[src/rtl/wallace_pkg.sv]
// Shared helpers for the pipelined Wallace multiplier: product width, reduction-tree
// sizing and the Baugh-Wooley correction constant.
package wallace_pkg;

   typedef enum logic {
      MODE_UNSIGNED = 1'b0,
      MODE_SIGNED   = 1'b1
   } mul_mode_e;

   function automatic int PROD_W(input int w);
      return 2 * w;
   endfunction

   // Rows left after one 3:2 level: each group of three becomes two, leftovers stay.
   function automatic int csa_rows_out(input int n);
      return 2 * (n / 3) + (n % 3);
   endfunction

   function automatic int rows_at_level(input int n, input int lvl);
      int r;
      r = n;
      for (int k = 0; k < lvl; k++) begin
         if (r > 2) r = csa_rows_out(r);
      end
      return r;
   endfunction

   function automatic int reduction_depth(input int n);
      int r;
      int d;
      r = n;
      d = 0;
      for (int k = 0; k < 64; k++) begin
         if (r > 2) begin
            r = csa_rows_out(r);
            d = d + 1;
         end
      end
      return d;
   endfunction

   // Ones at bit w and bit 2w-1 complete the inverted sign-row terms.
   function automatic logic [63:0] bw_correction(input int w);
      return (64'd1 << w) | (64'd1 << (2 * w - 1));
   endfunction

endpackage

[src/rtl/wallace_csa_row.sv]
// One Wallace reduction level: full adders on each group of three rows, a half adder
// on a two-row leftover, a single leftover row passes straight through.
module wallace_csa_row
   import wallace_pkg::*;
#(
   parameter int N_IN  = 3,
   parameter int W     = 16,
   parameter int N_OUT = csa_rows_out(N_IN)
) (
   input  logic [N_IN-1:0][W-1:0]  i_rows,
   output logic [N_OUT-1:0][W-1:0] o_rows
);

   localparam int N_GRP  = N_IN / 3;
   localparam int N_LEFT = N_IN % 3;

   genvar gi;
   generate
      for (gi = 0; gi < N_GRP; gi++) begin : g_fa
         assign o_rows[2*gi] = i_rows[3*gi] ^ i_rows[3*gi+1] ^ i_rows[3*gi+2];
         // Carry row is shifted up one column; the top carry falls outside the product.
         assign o_rows[2*gi+1] = {(i_rows[3*gi][W-2:0]   & i_rows[3*gi+1][W-2:0]) |
                                  (i_rows[3*gi][W-2:0]   & i_rows[3*gi+2][W-2:0]) |
                                  (i_rows[3*gi+1][W-2:0] & i_rows[3*gi+2][W-2:0]), 1'b0};
      end

      if (N_LEFT == 2) begin : g_ha
         assign o_rows[2*N_GRP]   = i_rows[3*N_GRP] ^ i_rows[3*N_GRP+1];
         assign o_rows[2*N_GRP+1] = {i_rows[3*N_GRP][W-2:0] & i_rows[3*N_GRP+1][W-2:0], 1'b0};
      end else if (N_LEFT == 1) begin : g_pass
         assign o_rows[2*N_GRP] = i_rows[3*N_GRP];
      end
   endgenerate

endmodule

[src/rtl/wallace_mult_pipe.sv]
// Three-stage pipelined Wallace multiplier, signed/unsigned per operation, valid/ready
// on both sides. Define WALLACE_MULT_ACC_EN to add the in_acc accumulate option.
module wallace_mult_pipe
   import wallace_pkg::*;
#(
   parameter int WIDTH = 8,
   parameter int TAG_W = 4
) (
   input  logic                  clk,
   input  logic                  rst_n,
   input  logic                  in_valid,
   output logic                  in_ready,
   input  logic [WIDTH-1:0]      in_a,
   input  logic [WIDTH-1:0]      in_b,
   input  logic                  in_signed,
   input  logic [TAG_W-1:0]      in_tag,
`ifdef WALLACE_MULT_ACC_EN
   input  logic                  in_acc,
`endif
   output logic                  out_valid,
   input  logic                  out_ready,
   output logic [2*WIDTH-1:0]    out_prod,
   output logic [TAG_W-1:0]      out_tag
);

   localparam int PW     = PROD_W(WIDTH);
   localparam int N_ROWS = WIDTH + 1;
   localparam int DEPTH  = reduction_depth(N_ROWS);
   localparam logic [PW-1:0] BW_CORR = PW'(bw_correction(WIDTH));

   logic w_adv;

   logic             r_s0_valid;
   logic [WIDTH-1:0] r_s0_a;
   logic [WIDTH-1:0] r_s0_b;
   mul_mode_e        r_s0_mode;
   logic [TAG_W-1:0] r_s0_tag;

   logic             r_s1_valid;
   logic [PW-1:0]    r_s1_sum;
   logic [PW-1:0]    r_s1_carry;
   logic [TAG_W-1:0] r_s1_tag;

   logic             r_out_valid;
   logic [PW-1:0]    r_out_prod;
   logic [TAG_W-1:0] r_out_tag;

   logic                          w_signed;
   logic [N_ROWS-1:0][PW-1:0]     w_rows0;
   logic [PW-1:0]                 w_red_sum;
   logic [PW-1:0]                 w_red_carry;
   logic [PW-1:0]                 w_s2_prod;

   // Whole pipeline moves in lockstep; bubbles are never squeezed out.
   assign w_adv    = ~r_out_valid | out_ready;
   assign in_ready = w_adv;

   assign out_valid = r_out_valid;
   assign out_prod  = r_out_prod;
   assign out_tag   = r_out_tag;

`ifdef WALLACE_MULT_ACC_EN
   logic          r_s0_acc;
   logic          r_s1_acc;
   logic [PW-1:0] r_acc;
   logic [PW-1:0] w_acc_src;
`endif

   always_ff @(posedge clk or negedge rst_n) begin
      if (!rst_n) begin
         r_s0_valid <= 1'b0;
         r_s0_a     <= '0;
         r_s0_b     <= '0;
         r_s0_mode  <= MODE_UNSIGNED;
         r_s0_tag   <= '0;
`ifdef WALLACE_MULT_ACC_EN
         r_s0_acc   <= 1'b0;
`endif
      end else if (w_adv) begin
         r_s0_valid <= in_valid;
         if (in_valid) begin
            r_s0_a    <= in_a;
            r_s0_b    <= in_b;
            r_s0_mode <= mul_mode_e'(in_signed);
            r_s0_tag  <= in_tag;
`ifdef WALLACE_MULT_ACC_EN
            r_s0_acc  <= in_acc;
`endif
         end
      end
   end

   assign w_signed = (r_s0_mode == MODE_SIGNED);

   genvar gi, gj;
   generate
      for (gi = 0; gi < WIDTH; gi++) begin : g_pp
         logic [WIDTH-1:0] w_bits;
         for (gj = 0; gj < WIDTH; gj++) begin : g_bit
            // Baugh-Wooley: invert terms pairing exactly one sign bit with a magnitude bit.
            localparam logic INV = ((gi == WIDTH - 1) != (gj == WIDTH - 1));
            assign w_bits[gj] = (r_s0_a[gj] & r_s0_b[gi]) ^ (w_signed & INV);
         end
         assign w_rows0[gi] = {{WIDTH{1'b0}}, w_bits} << gi;
      end

      assign w_rows0[WIDTH] = w_signed ? BW_CORR : '0;

      for (gi = 0; gi < DEPTH; gi++) begin : g_lvl
         localparam int NI = rows_at_level(N_ROWS, gi);
         localparam int NO = csa_rows_out(NI);
         logic [NO-1:0][PW-1:0] w_rows;
         if (gi == 0) begin : g_first
            wallace_csa_row #(
               .N_IN (NI),
               .W    (PW)
            ) u_row (
               .i_rows (w_rows0),
               .o_rows (w_rows)
            );
         end else begin : g_next
            wallace_csa_row #(
               .N_IN (NI),
               .W    (PW)
            ) u_row (
               .i_rows (g_lvl[gi-1].w_rows),
               .o_rows (w_rows)
            );
         end
      end
   endgenerate

   assign w_red_sum   = g_lvl[DEPTH-1].w_rows[0];
   assign w_red_carry = g_lvl[DEPTH-1].w_rows[1];

   always_ff @(posedge clk or negedge rst_n) begin
      if (!rst_n) begin
         r_s1_valid <= 1'b0;
         r_s1_sum   <= '0;
         r_s1_carry <= '0;
         r_s1_tag   <= '0;
`ifdef WALLACE_MULT_ACC_EN
         r_s1_acc   <= 1'b0;
`endif
      end else if (w_adv) begin
         r_s1_valid <= r_s0_valid;
         if (r_s0_valid) begin
            r_s1_sum   <= w_red_sum;
            r_s1_carry <= w_red_carry;
            r_s1_tag   <= r_s0_tag;
`ifdef WALLACE_MULT_ACC_EN
            r_s1_acc   <= r_s0_acc;
`endif
         end
      end
   end

`ifdef WALLACE_MULT_ACC_EN
   // When S2 loads while a result is showing, that result is being delivered this
   // same edge, so it is already the "previous delivered" value.
   assign w_acc_src = r_out_valid ? r_out_prod : r_acc;
   assign w_s2_prod = r_s1_sum + r_s1_carry + (r_s1_acc ? w_acc_src : '0);

   always_ff @(posedge clk or negedge rst_n) begin
      if (!rst_n) begin
         r_acc <= '0;
      end else if (r_out_valid && out_ready) begin
         r_acc <= r_out_prod;
      end
   end
`else
   assign w_s2_prod = r_s1_sum + r_s1_carry;
`endif

   always_ff @(posedge clk or negedge rst_n) begin
      if (!rst_n) begin
         r_out_valid <= 1'b0;
         r_out_prod  <= '0;
         r_out_tag   <= '0;
      end else if (w_adv) begin
         r_out_valid <= r_s1_valid;
         if (r_s1_valid) begin
            r_out_prod <= w_s2_prod;
            r_out_tag  <= r_s1_tag;
         end
      end
   end

endmodule
[config.mk]
export PLATFORM = sky130hd
export DESIGN_NAME = wallace_mult_pipe
export DESIGN_NICKNAME = d
export VERILOG_FILES = /design/src/rtl/wallace_pkg.sv /design/src/rtl/wallace_csa_row.sv /design/src/rtl/wallace_mult_pipe.sv
export SDC_FILE = /design/constraint.sdc
export NUM_CORES = 1
export LEC_CHECK = 0
export ABC_AREA = 0
export ABC_CLOCK_PERIOD_IN_PS = 4000
export BUFFER_PORTS_ARGS = -buffer_cell sky130_fd_sc_hd__buf_2
export CORE_MARGIN = 10
export CORE_UTILIZATION = 60
export DETAILED_ROUTE_END_ITERATION = 7
export PLACE_DENSITY = 0.81
export SLEW_MARGIN = 20
export SYNTH_ARGS = -nofsm -noshare
export SYNTH_HDL_FRONTEND = slang
export SYNTH_SLANG_ARGS = --single-unit
[constraint.sdc]
create_clock -name clk -period 4 [get_ports clk]
set_input_delay 0.4 -clock clk [delete_from_list [all_inputs] [get_ports clk]]
set_output_delay 0.4 -clock clk [all_outputs]
set_load 0.03 [all_outputs]
# [Yosys cells after proc, flatten, opt, wreduce, memory -nomap -nowiden]
# Cells that the tools add are included.
[classes] addsub=1 mux=1 bitwise=129 n_reduce_logical=3
[op_table] op="bitwise OR 15 bit" n=14
[op_table] op="bitwise AND 15 bit" n=13
[op_table] op="XOR 16 bit" n=9
[op_table] op="bitwise AND 1 bit" n=64
[op_table] op="bitwise AND 14 x 15 -> 15 bit" n=2
[op_table] op="adder 16 bit" n=1
[op_table] op="two-way mux 16 bit" n=1
[op_table] op="XOR 16 x 10 -> 16 bit" n=1
[op_table] op="XOR 16 x 13 -> 16 bit" n=1
[op_table] op="XOR 14 x 15 -> 15 bit" n=1
[op_table] op="XOR 1 bit" n=14
[op_table] op="bitwise AND 11 x 13 -> 13 bit" n=1
[op_table] op="bitwise AND 12 x 13 -> 13 bit" n=1
[op_table] op="bitwise AND 11 x 12 -> 12 bit" n=1
[op_table] op="XOR 11 x 12 -> 12 bit" n=1
[op_table] op="bitwise AND 8 x 10 -> 10 bit" n=1
[op_table] op="bitwise AND 9 x 10 -> 10 bit" n=1
[op_table] op="bitwise AND 8 x 9 -> 9 bit" n=1
[op_table] op="XOR 8 x 9 -> 9 bit" n=1
[op_table] op="AND reduction 2 bit" n=3
[op_table] op="NOT 1 bit" n=1
[op_table] op="bitwise OR 1 bit" n=1
[word_totals] regBits=79 output_inout_bits=22

# [Logic depth before layout (Yosys ltp)]
# Gate-level depths: netlist of the first run.
[logic_depth] depth_word=14 mapped_depth=10 mapped_depth_nobuf=9

# [Hierarchy]
# Synthesis of the first run repeated with hierarchy kept, for this count alone.
[unflattened] hier_cells=535 hier_area_um2=6757.7
[by_module_without_submodules] module="wallace_mult_pipe" n_inst=1 cells_each=396 area_per_inst_um2=4301.6 seq_area_each_um2=2001.9
[by_module_without_submodules] module="wallace_csa_row (g_lvl[0].g_first.u_row)" n_inst=1 cells_each=52 area_per_inst_um2=998.5 seq_area_each_um2=0.0
[by_module_without_submodules] module="wallace_csa_row (g_lvl[1].g_next.u_row)" n_inst=1 cells_each=35 area_per_inst_um2=666.9 seq_area_each_um2=0.0
[by_module_without_submodules] module="wallace_csa_row (g_lvl[2].g_next.u_row)" n_inst=1 cells_each=34 area_per_inst_um2=455.4 seq_area_each_um2=0.0
[by_module_without_submodules] module="wallace_csa_row (g_lvl[3].g_next.u_row)" n_inst=1 cells_each=18 area_per_inst_um2=335.3 seq_area_each_um2=0.0

# [Least setup slack after synthesis of the first run]
# No wires, ideal clock.
[synth_path] kind="register -> register" start="reg r_s0_a[7]" end="reg r_s1_sum[7]" arrival_time_ns=3.028 slack_ns=0.847 path_stages_with_launch=10 path_buffers=1 synth_period_minus_slack_ns=3.153 cell_sequence="dfrtp_1 > clkbuf_1 > nand2_1 > xor2_1 > fa_1 > fa_1 > inv_1 > fa_1 > fa_1 > mux2_2"
[synth_rtl] element="start: declaration" line="wallace_mult_pipe.sv:34" rtl="logic [WIDTH-1:0] r_s0_a;"
[synth_rtl] element="start signal: assignment" line="wallace_mult_pipe.sv:82" rtl="r_s0_a <= in_a;"
[synth_rtl] element="end signal: assignment" line="wallace_mult_pipe.sv:148" rtl="r_s1_sum <= w_red_sum;"
[synth_rtl] element="end: declaration" line="wallace_mult_pipe.sv:40" rtl="logic [PW-1:0] r_s1_sum;"

==> results.yml, run 1 <==
outcome:
  outcome: "completed"
grt:
  antenna_found_initial: 0
  grt_use_total: 0.160
  grt_pass1_wl_um: 16100
  grt-ovfl-total: 0
  grt_start_max_net_pins: 48
  grt_pass1_vias: 3307
layout:
  final_layout_size_suffix_gt1_frac: 0.265
  nets: 567
  syn_to_final_growth_pct: 10.3
  antenna_cells: 0
yosys:
  synth.most_common_cell: "dfrtp_1"
  yosysUniqueCellTypes: 38
  synthTopCellsByCount: "75 x dfrtp_1, 52 x mux2_2, 50 x nand2_1, 47 x inv_1, 38 x fa_1"
  ys_warn_count: 0
  synth_top_area_cell: "dfrtp_1"
  syn_area_per_cell_sq_um: 11.5
  synthFlopType: "dfrtp_1"
  synth_top_cells_by_area: "dfrtp_1 38%, fa_1 15%, mux2_2 12%, ha_1 8.3%, and2_1 4.0%"
  async_flop_share: 1.00
  synthesis.nets: 527
  yosysTopAreaCellShare: 0.378
  synth_area_sq_um: 4960
  synth_edf_count: 0
  synth_cells: 431
  ys_seq_area_frac: 0.378
  ys_ff_latch: 75
cts:
  clk_pin_slew_worst_paths_ps: 80
  clock_path_buffers: 2
  cts-htree-levels: 3
  cts_resized: 0
  insertion_delay_ps: 350
  cts_made_buffers: 9
  cts_setup_buffers: 0
  cts_hold_buf: 0
  cts.sinks: 75
  cts_tree: "done"
  cts-root-buf: "clkbuf_8"
setup_path:
  crit_arrival_ps: 3450
  required_ps: 4230
  path_class: "flip-flop to flip-flop"
  endpoint_kind: "flip-flop"
  critPathLaunchType: "flip-flop"
  cp_max_fo: 9
power_and_ir_drop:
  vdd_drop_max_mv: 0.433
  powerDensity_nw_per_um2: 942
  power_leakage_uw: 0.00266
  total_power_uw: 5150
floorplan:
  die_w_um: 111
  start_util: 0.610
  num_rows: 33
  core_area_sq_um: 8130
  design.die.area_sq_um: 12300
  die_h_um: 111
  pin_count: 47
sta:
  skew_ps: 9.57
  final.period_utilization: 0.805
  fin_ws_ps: 779
  tns_ps: 0
  post-route-min-period_ps: 3220
  fmax_mhz: 310
  timing.final.max_slew_violations: 0
  worst_slew_pin_slew_ps: 895
  maxSlewHeadroom: 0.402
  rsz0062_at_grt: "false"
  finalSetupViolCount: 0
  finalHoldViolations: 0
route:
  drc: 0
  drt_pre_antenna_iters: 4
  final_antenna_net_count: 0
  vias_per_cell: 5.36
  drt_wl_total_um: 9530
  wl_per_cell_um: 16.4
  vias: 3112
  drt_first_iter_violations: 90
placement:
  place_hpwl_um: 7430
  routabilityCongestion: 0.867
  portBuffers: 46
  post-place-ws_ps: 773
flow_run:
  cap_viol_max_count: 0
worst_hold_path:
  hold_path.class: "input port to asynchronous set/reset pin"
## registers in the layout, summed over array words and instances (netlist names)
signal	flops
r_s0_a	8
out_valid	1
r_s0_b	8
r_s0_tag	4
r_s0_valid	1
out_prod	16
r_s0_mode	1
r_s1_valid	1
out_tag	4
r_s1_sum	16
r_s1_carry	11
r_s1_tag	4
## worst paths after layout
path / startpoint / endpoint / slack (ps) / cells after the start
setup / recovery: r_s0_a[7]$_DFFE_PN0P_ / r_s1_sum[7]$_DFFE_PN0P_ / 780 / 8
hold / removal: rst_n / out_prod[15]$_DFFE_PN0P_ / 50 / 1
setup reg to reg: r_s0_a[7]$_DFFE_PN0P_ / r_s1_sum[7]$_DFFE_PN0P_ / 780 / 8
hold reg to reg: out_prod[10]$_DFFE_PN0P_ / out_prod[10]$_DFFE_PN0P_ / 480 / 2
max in group asynchronous: rst_n / r_s0_a[4]$_DFFE_PN0P_ / 3160 / 2
min in group clk: in_tag[2] / r_s0_tag[2]$_DFFE_PN0P_ / 280 / 2
## layout make-up
class | instances | area [sq um]
multi-input cells | 290 | 2790
fillers | 619 | 2670
well taps | 105 | 131
flip-flops and latches | 75 | 1880
clock buffers | 12 | 145
repair buffers | 48 | 248
inverters | 47 | 176
clock inverters | 4 | 97.6
## placed cells by master, fill, tap and decap left out, types with 3 or more instances in the layout
| cell | count |
|---|---|
| xor2_1 | 6 |
| o211ai_1 | 6 |
| clkbuf_8 | 10 |
| a21oi_1 | 7 |
| inv_1 | 47 |
| bufinv_16 | 3 |
| xnor2_1 | 14 |
| nor2_1 | 7 |
| and2_1 | 32 |
| ha_1 | 33 |
| buf_4 | 3 |
| mux2_4 | 8 |
| buf_2 | 45 |
| mux2_2 | 52 |
| and3_1 | 3 |
| nand2_1 | 50 |
| dfrtp_1 | 75 |
| fa_1 | 38 |
| o21ai_0 | 11 |
## stage by stage
stage           util  instance area [sq um]  std cells  hold slack, ps
2_1_floorplan      -                   4960        431             104
3_3_place_gp   0.642                   5220        565             457
3_5_place_dp   0.642                   5220        565             465
4_1_cts        0.672                   5470        581             253
5_1_grt        0.672                   5470        581            99.7
6_report       0.672                   5470        581            55.0
## where the power goes
| part | internal, uW | switching [uW] | leakage (uW) | total [uW] |
|---|---|---|---|---|
| combinational | 1430 | 1680 | 0.00164 | 3120 |
| clock | 432 | 272 | 0.000117 | 704 |
| sequential | 1080 | 250 | 0.000908 | 1330 |
## logic make-up after synthesis
logic type      share of synthesized area
xor+xnor                           0.0353
fa+ha+maj                           0.237
mux                                 0.146
simple gates                        0.102
buf+inv                            0.0583
flops                               0.378
compound gates                     0.0429
## worst max-delay path: stages (launching register included)
cell and delay (ps):
dfrtp_1 480, nand2_1 130, xor2_1 190, fa_1 460
fa_1 540, inv_1 50, fa_1 500, fa_1 490
mux2_2 270
## routing by layer
metal  wire (um)  GRT usage  share of wire
met2        4540      0.256           0.48
met5           0          0              0
met3         482     0.0433          0.051
met1        4340      0.200           0.46
met4         162     0.0625          0.017
No activity file was read; power rests on OpenSTA's default activity.
==> inputs of run 2 (changes only) <==
--- a/config.mk
+++ b/config.mk
@@ -6,12 +6,12 @@
 export NUM_CORES = 1
 export LEC_CHECK = 0
 export ABC_AREA = 0
-export ABC_CLOCK_PERIOD_IN_PS = 4000
+export ABC_CLOCK_PERIOD_IN_PS = 2700
 export BUFFER_PORTS_ARGS = -buffer_cell sky130_fd_sc_hd__buf_2
 export CORE_MARGIN = 10
-export CORE_UTILIZATION = 60
+export CORE_UTILIZATION = 54
 export DETAILED_ROUTE_END_ITERATION = 7
-export PLACE_DENSITY = 0.81
+export PLACE_DENSITY = 0.77
 export SLEW_MARGIN = 20
 export SYNTH_ARGS = -nofsm -noshare
 export SYNTH_HDL_FRONTEND = slang
==> constraint.sdc (replaced) <==
create_clock -name clk -period 2.7 [get_ports clk]
set_input_delay 0.27 -clock clk [delete_from_list [all_inputs] [get_ports clk]]
set_output_delay 0.27 -clock clk [all_outputs]
set_load 0.03 [all_outputs]
==> run 2 against run 1 <==
Effect of this change:
- the flow now finishes with violations (setup timing)
- final cell count is 7.6% higher
- non-clock buffer count is 41 higher
- critical path depth stayed put
- first-iteration DRC count is 2.2% higher
- power is 60% higher
- largest power group unchanged
==> results.yml, run 2 (synthesis gave the netlist of run 1 again) <==
cts:
  cts.sinks: 75
  clock_path_buffers: 2
  cts-root-buf: "clkbuf_8"
  clk_pin_slew_worst_paths_ps: 80
  cts-htree-levels: 3
  insertion_delay_ps: 350
  cts_tree: "done"
  cts_made_buffers: 9
power_and_ir_drop:
  powerDensity_nw_per_um2: 1380
  vdd_drop_max_mv: 0.604
  power_leakage_uw: 0.00288
grt:
  antenna_found_initial: 0
  grt_pass1_vias: 3623
  grt-ovfl-total: 0
  grt_pass1_wl_um: 17300
  grt_use_total: 0.161
  grt_start_max_net_pins: 35
sta:
  rsz0062_at_grt: "true"
  worst_slew_pin_slew_ps: 827
  fmax_mhz: 329
  timing.final.max_slew_violations: 0
  post-route-min-period_ps: 3040
  final.period_utilization: 1.12
  finalHoldViolations: 0
  fin_ws_ps: -337
  tns_ps: -2850
  maxSlewHeadroom: 0.446
  skew_ps: 8.46
  finalSetupViolCount: 14
route:
  drc: 0
  drt_wl_total_um: 9930
  vias: 3222
  drt_pre_antenna_iters: 4
  final_antenna_net_count: 0
  drt_first_iter_violations: 92
  wl_per_cell_um: 15.9
  vias_per_cell: 5.16
layout:
  register_area_sq_um: 1890
  final_layout_size_suffix_gt1_frac: 0.439
  most-common-layout-cells: "68 x dfrtp_1, 46 x nand2_1, 46 x buf_2"
  multi_input_area_sq_um: 2970
  antenna_cells: 0
  layout_commonest_cell: "dfrtp_1"
  nets: 608
  utilization: 0.672
  fillers: 677
  syn_to_final_growth_pct: 19.9
floorplan:
  num_rows: 34
  die_w_um: 116
  pin_count: 47
  core_area_sq_um: 8850
  design.die.area_sq_um: 13400
  start_util: 0.561
  die_h_um: 116
setup_path:
  r2r_start: "r_s0_a[4]$_DFFE_PN0P_"
  critPathLaunch: "r_s0_a[4]$_DFFE_PN0P_"
  required_ps: 2940
  cp_max_fo: 5
  endpoint_kind: "flip-flop"
  crit_arrival_ps: 3280
  cpPeakStageDelay_ps: 560
  path_class: "flip-flop to flip-flop"
  cp_slowest_cell: "fa_2"
  path_common_cell: "fa_1"
  critPathLaunchType: "flip-flop"
  path_cells: "and2_4 > fa_1 > inv_2 > fa_2 > inv_2 > fa_1 > fa_1 > mux2_4"
worst_hold_path:
  hp-start: "in_tag[0]"
  hold_path.class: "input port to flip-flop"
placement:
  place_hpwl_um: 7790
  routabilityCongestion: 0.897
  post-place-ws_ps: -369
  portBuffers: 46
outcome:
  violations: "setup timing"
  outcome: "complete, but fails checks"
flow_run:
  cap_viol_max_count: 0
[run 2: changes by cell type in the layout (fill, tap and decap cells not counted), moves of 5 or more]
cell / change
dfrtp_1: -7
fa_1: -14
fa_2: +14
inv_1: -16
buf_4: +29
buf_6: +10
mux2_2: -8
and2_1: -10
dfrtp_2: +7
ha_1: -5
and2_4: +10
inv_2: +16
mux2_4: +8
[run 2: final timing paths]
path,endpoint,slack (ps),cells after the start
setup / recovery,r_s1_sum[7]$_DFFE_PN0P_,-340,8
hold / removal,r_s0_tag[0]$_DFFE_PN0P_,150,2
setup reg to reg,r_s1_sum[7]$_DFFE_PN0P_,-340,8
hold reg to reg,out_prod[6]$_DFFE_PN0P_,480,2
max in group asynchronous,r_s0_a[4]$_DFFE_PN0P_,1450,3
min in group asynchronous,out_prod[5]$_DFFE_PN0P_,420,2
[run 2: per-layer routing]
layer  vias to the layer above  wire, um  share of wire  global-route usage
met3                         9       409          0.041              0.0372
met2                        60      4990           0.50               0.276
met1                      1592      4420           0.44               0.199
li1                       1561         -              -                   -
met4                         0       111          0.011              0.0500
met5                         -         0              0                   0
[run 2: critical path: cells and delay by family, from the launching register on]
kind                     cells  cell delay, ps
buffers and inverters        2              90
multiplexers                 1             270
flip-flops                   1             450
adder cells (fa/ha/maj)      4            1950
AND/OR/NAND/NOR              1             170
[run 2: cell type report]
cell class | instances | share of cell area
well taps | 108 | 0.0227
clock inverters | 3 | 0.00358
flip-flops and latches | 75 | 0.317
clock buffers | 13 | 0.0284
repair buffers | 89 | 0.0997
multi-input cells | 290 | 0.499
inverters | 47 | 0.0297
[run 2: power breakdown]
part           switching, uW  total (uW)  leakage, uW  internal, uW
clock network            418         828    0.0000956           410
logic                   2750        5470      0.00189          2720
registers                321        1930     0.000901          1610
[run 2: through the flow]
step | cells | hold slack, ps | cell area, sq um | total power, uW
floorplan | 431 | -25.6 | 5070 | 5700
global placement | 600 | 259 | 5530 | 6730
detailed placement | 600 | 269 | 5530 | 7020
CTS | 625 | 134 | 5880 | 8140
global route | 625 | 137 | 5950 | 9170
finish | 625 | 150 | 5950 | 8230
[run 2: timing repair]
action / CTS / global route
pin swaps: 24 / 9
hold endpoints to repair: 20 / 0
hold buffers: 1 / 0
gates resized for setup: 30 / 28
buffers inserted: 9 / 0
setup endpoints to repair: 18 / 19
==> inputs of run 3 (changes only) <==
--- a/config.mk
+++ b/config.mk
@@ -8,6 +8,7 @@
 export ABC_AREA = 0
 export ABC_CLOCK_PERIOD_IN_PS = 2700
 export BUFFER_PORTS_ARGS = -buffer_cell sky130_fd_sc_hd__buf_2
+export CORE_ASPECT_RATIO = 0.6
 export CORE_MARGIN = 10
 export CORE_UTILIZATION = 54
 export DETAILED_ROUTE_END_ITERATION = 7
==> run 3 against run 2 <==
Effect of this change:
- the flow still finishes with violations (setup timing)
- design area is 3.2% higher
- worst hold slack worse by 95 ps
- wire length is 7.0% higher
- highest routed layer unchanged
- final cell count increased by 0.16%
==> results.yml, run 3 (synthesis gave the netlist of run 1 again) <==
setup_path:
  path_class: "flip-flop to flip-flop"
  r2r_start: "r_s0_b[4]$_DFFE_PN0P_"
  rr_worst_depth: 8
  path_cells: "and2_4 > fa_1 > inv_2 > fa_2 > inv_2 > fa_1 > fa_1 > mux2_4"
  critPathLaunchType: "flip-flop"
  cp_max_fo: 5
  required_ps: 2920
  path_common_cell: "fa_1"
  rrSetupSlack_ps: -370
  crit_arrival_ps: 3300
  critPathLaunch: "r_s0_b[4]$_DFFE_PN0P_"
  cpPeakStageDelay_ps: 560
  cp_slowest_cell: "fa_2"
  endpoint_kind: "flip-flop"
  r2r-end: "r_s1_sum[7]$_DFFE_PN0P_"
placement:
  place_area_sq_um: 5500
  portBuffers: 46
  dp_cells: 600
  routabilityCongestion: 0.844
  place_hpwl_um: 7830
grt:
  grt_pass1_vias: 3554
  grt_use_total: 0.167
  grt-ovfl-total: 0
  grt_start_max_net_pins: 76
  antenna_found_initial: 0
  grt_pass1_wl_um: 17700
route:
  drt_wl_total_um: 10600
  vias: 3296
  drt_first_iter_violations: 158
  final_antenna_net_count: 0
  vias_per_cell: 5.27
  wl_per_cell_um: 17.0
  drt_pre_antenna_iters: 4
  drc: 0
floorplan:
  pin_count: 47
  die_w_um: 144
  start_util: 0.569
  design.die.area_sq_um: 13500
  num_rows: 26
  die_h_um: 94.2
  core_area_sq_um: 8720
sta:
  worst_slew_pin_slew_ps: 977
  timing.final.max_slew_violations: 0
  finalSetupViolCount: 15
  fin_worst_hold_slack_ps: 54.2
  fmax_mhz: 325
  fin_ws_ps: -375
  finalHoldViolations: 0
  skew_ps: 5.29
  rsz0062_at_grt: "true"
  final.period_utilization: 1.14
  post-route-min-period_ps: 3070
  maxSlewHeadroom: 0.349
cts:
  cts_made_buffers: 9
  clock_path_buffers: 2
  clk_pin_slew_worst_paths_ps: 60
  cts-htree-levels: 3
  insertion_delay_ps: 340
  cts-root-buf: "clkbuf_16"
  cts_tree: "done"
  cts.sinks: 75
worst_hold_path:
  hold_path.class: "input port to asynchronous set/reset pin"
power_and_ir_drop:
  powerDensity_nw_per_um2: 1420
  vdd_drop_max_mv: 0.682
  power_leakage_uw: 0.00293
layout:
  antenna_cells: 0
  design_area_sq_um: 6140
  nets: 605
  stdcell_count: 626
  final_layout_size_suffix_gt1_frac: 0.447
  layout_commonest_cell: "dfrtp_1"
  most-common-layout-cells: "66 x dfrtp_1, 45 x nand2_1, 45 x mux2_2, 45 x buf_2, 32 x inv_1"
  syn_to_final_growth_pct: 23.7
outcome:
  outcome: "complete, but fails checks"
  violations: "setup timing"
flow_run:
  cap_viol_max_count: 0
## run 3: cell types whose count changed in the layout (fill, tap and decap cells not counted), moves of 3 or more
cell,delta
buf_6,-3
clkbuf_16,+9
clkbuf_8,-12
ha_4,+4
## run 3: timing repair
action | CTS | global route
hold buffers | 0 | 0
cloned | 0 | 0
pin swaps | 12 | 22
buffers inserted | 9 | 3
gates resized for setup | 35 | 36
setup endpoints to repair | 18 | 19
## run 3: where the power goes
part	switching [uW]	internal, uW
logic	2800	2760
registers	324	1610
clock network	490	719
total	3620	5090
## run 3: metal layers
metal	vias to the layer above	wire length, um	global-route usage
met3	12	552	0.0525
met1	1668	5090	0.231
met2	58	4870	0.250
met4	0	107	0.0406
met5	-	0	0
li1	1558	-	-
## run 3: per-stage QoR
stage,TNS [ps],setup slack [ps],util,total power [uW]
detailed placement,-3790,-363,0.631,6880
global placement,-3360,-337,0.631,6700
CTS,-3400,-349,0.686,8500
finish,-3130,-375,0.704,8700
global route,-4390,-438,0.704,9630
floorplan,-1890,-290,-,5700
## run 3: final cells by class
class,instances,area [sq um]
Inverter,47,176
Sequential cell,75,1890
Timing Repair Buffer,86,587
Tap cell,112,140
Fill cell,629,2580
Multi-Input combinational cell,290,3040
Clock inverter,7,76.3
Clock buffer,9,225
## run 3: critical path, delay by kind of cell, from the launching register on
family	cells	cell delay (ps)
flip-flops	1	450
adder cells (fa/ha/maj)	4	1990
buffers and inverters	2	90
AND/OR/NAND/NOR	1	170
multiplexers	1	270
## run 3: how the worst max path moves through the flow
stage	to	cells past startpoint
finish	r_s1_sum[7]$_DFFE_PN0P_	8
CTS	r_s1_sum[7]$_DFFE_PN0P_	8
detailed placement	r_s1_sum[7]$_DFFE_PN0P_	8
global route	r_s1_sum[7]$_DFFE_PN0P_	8
floorplan	r_s1_sum[7]$_DFFE_PN0P_	8
global placement	r_s1_sum[7]$_DFFE_PN0P_	8
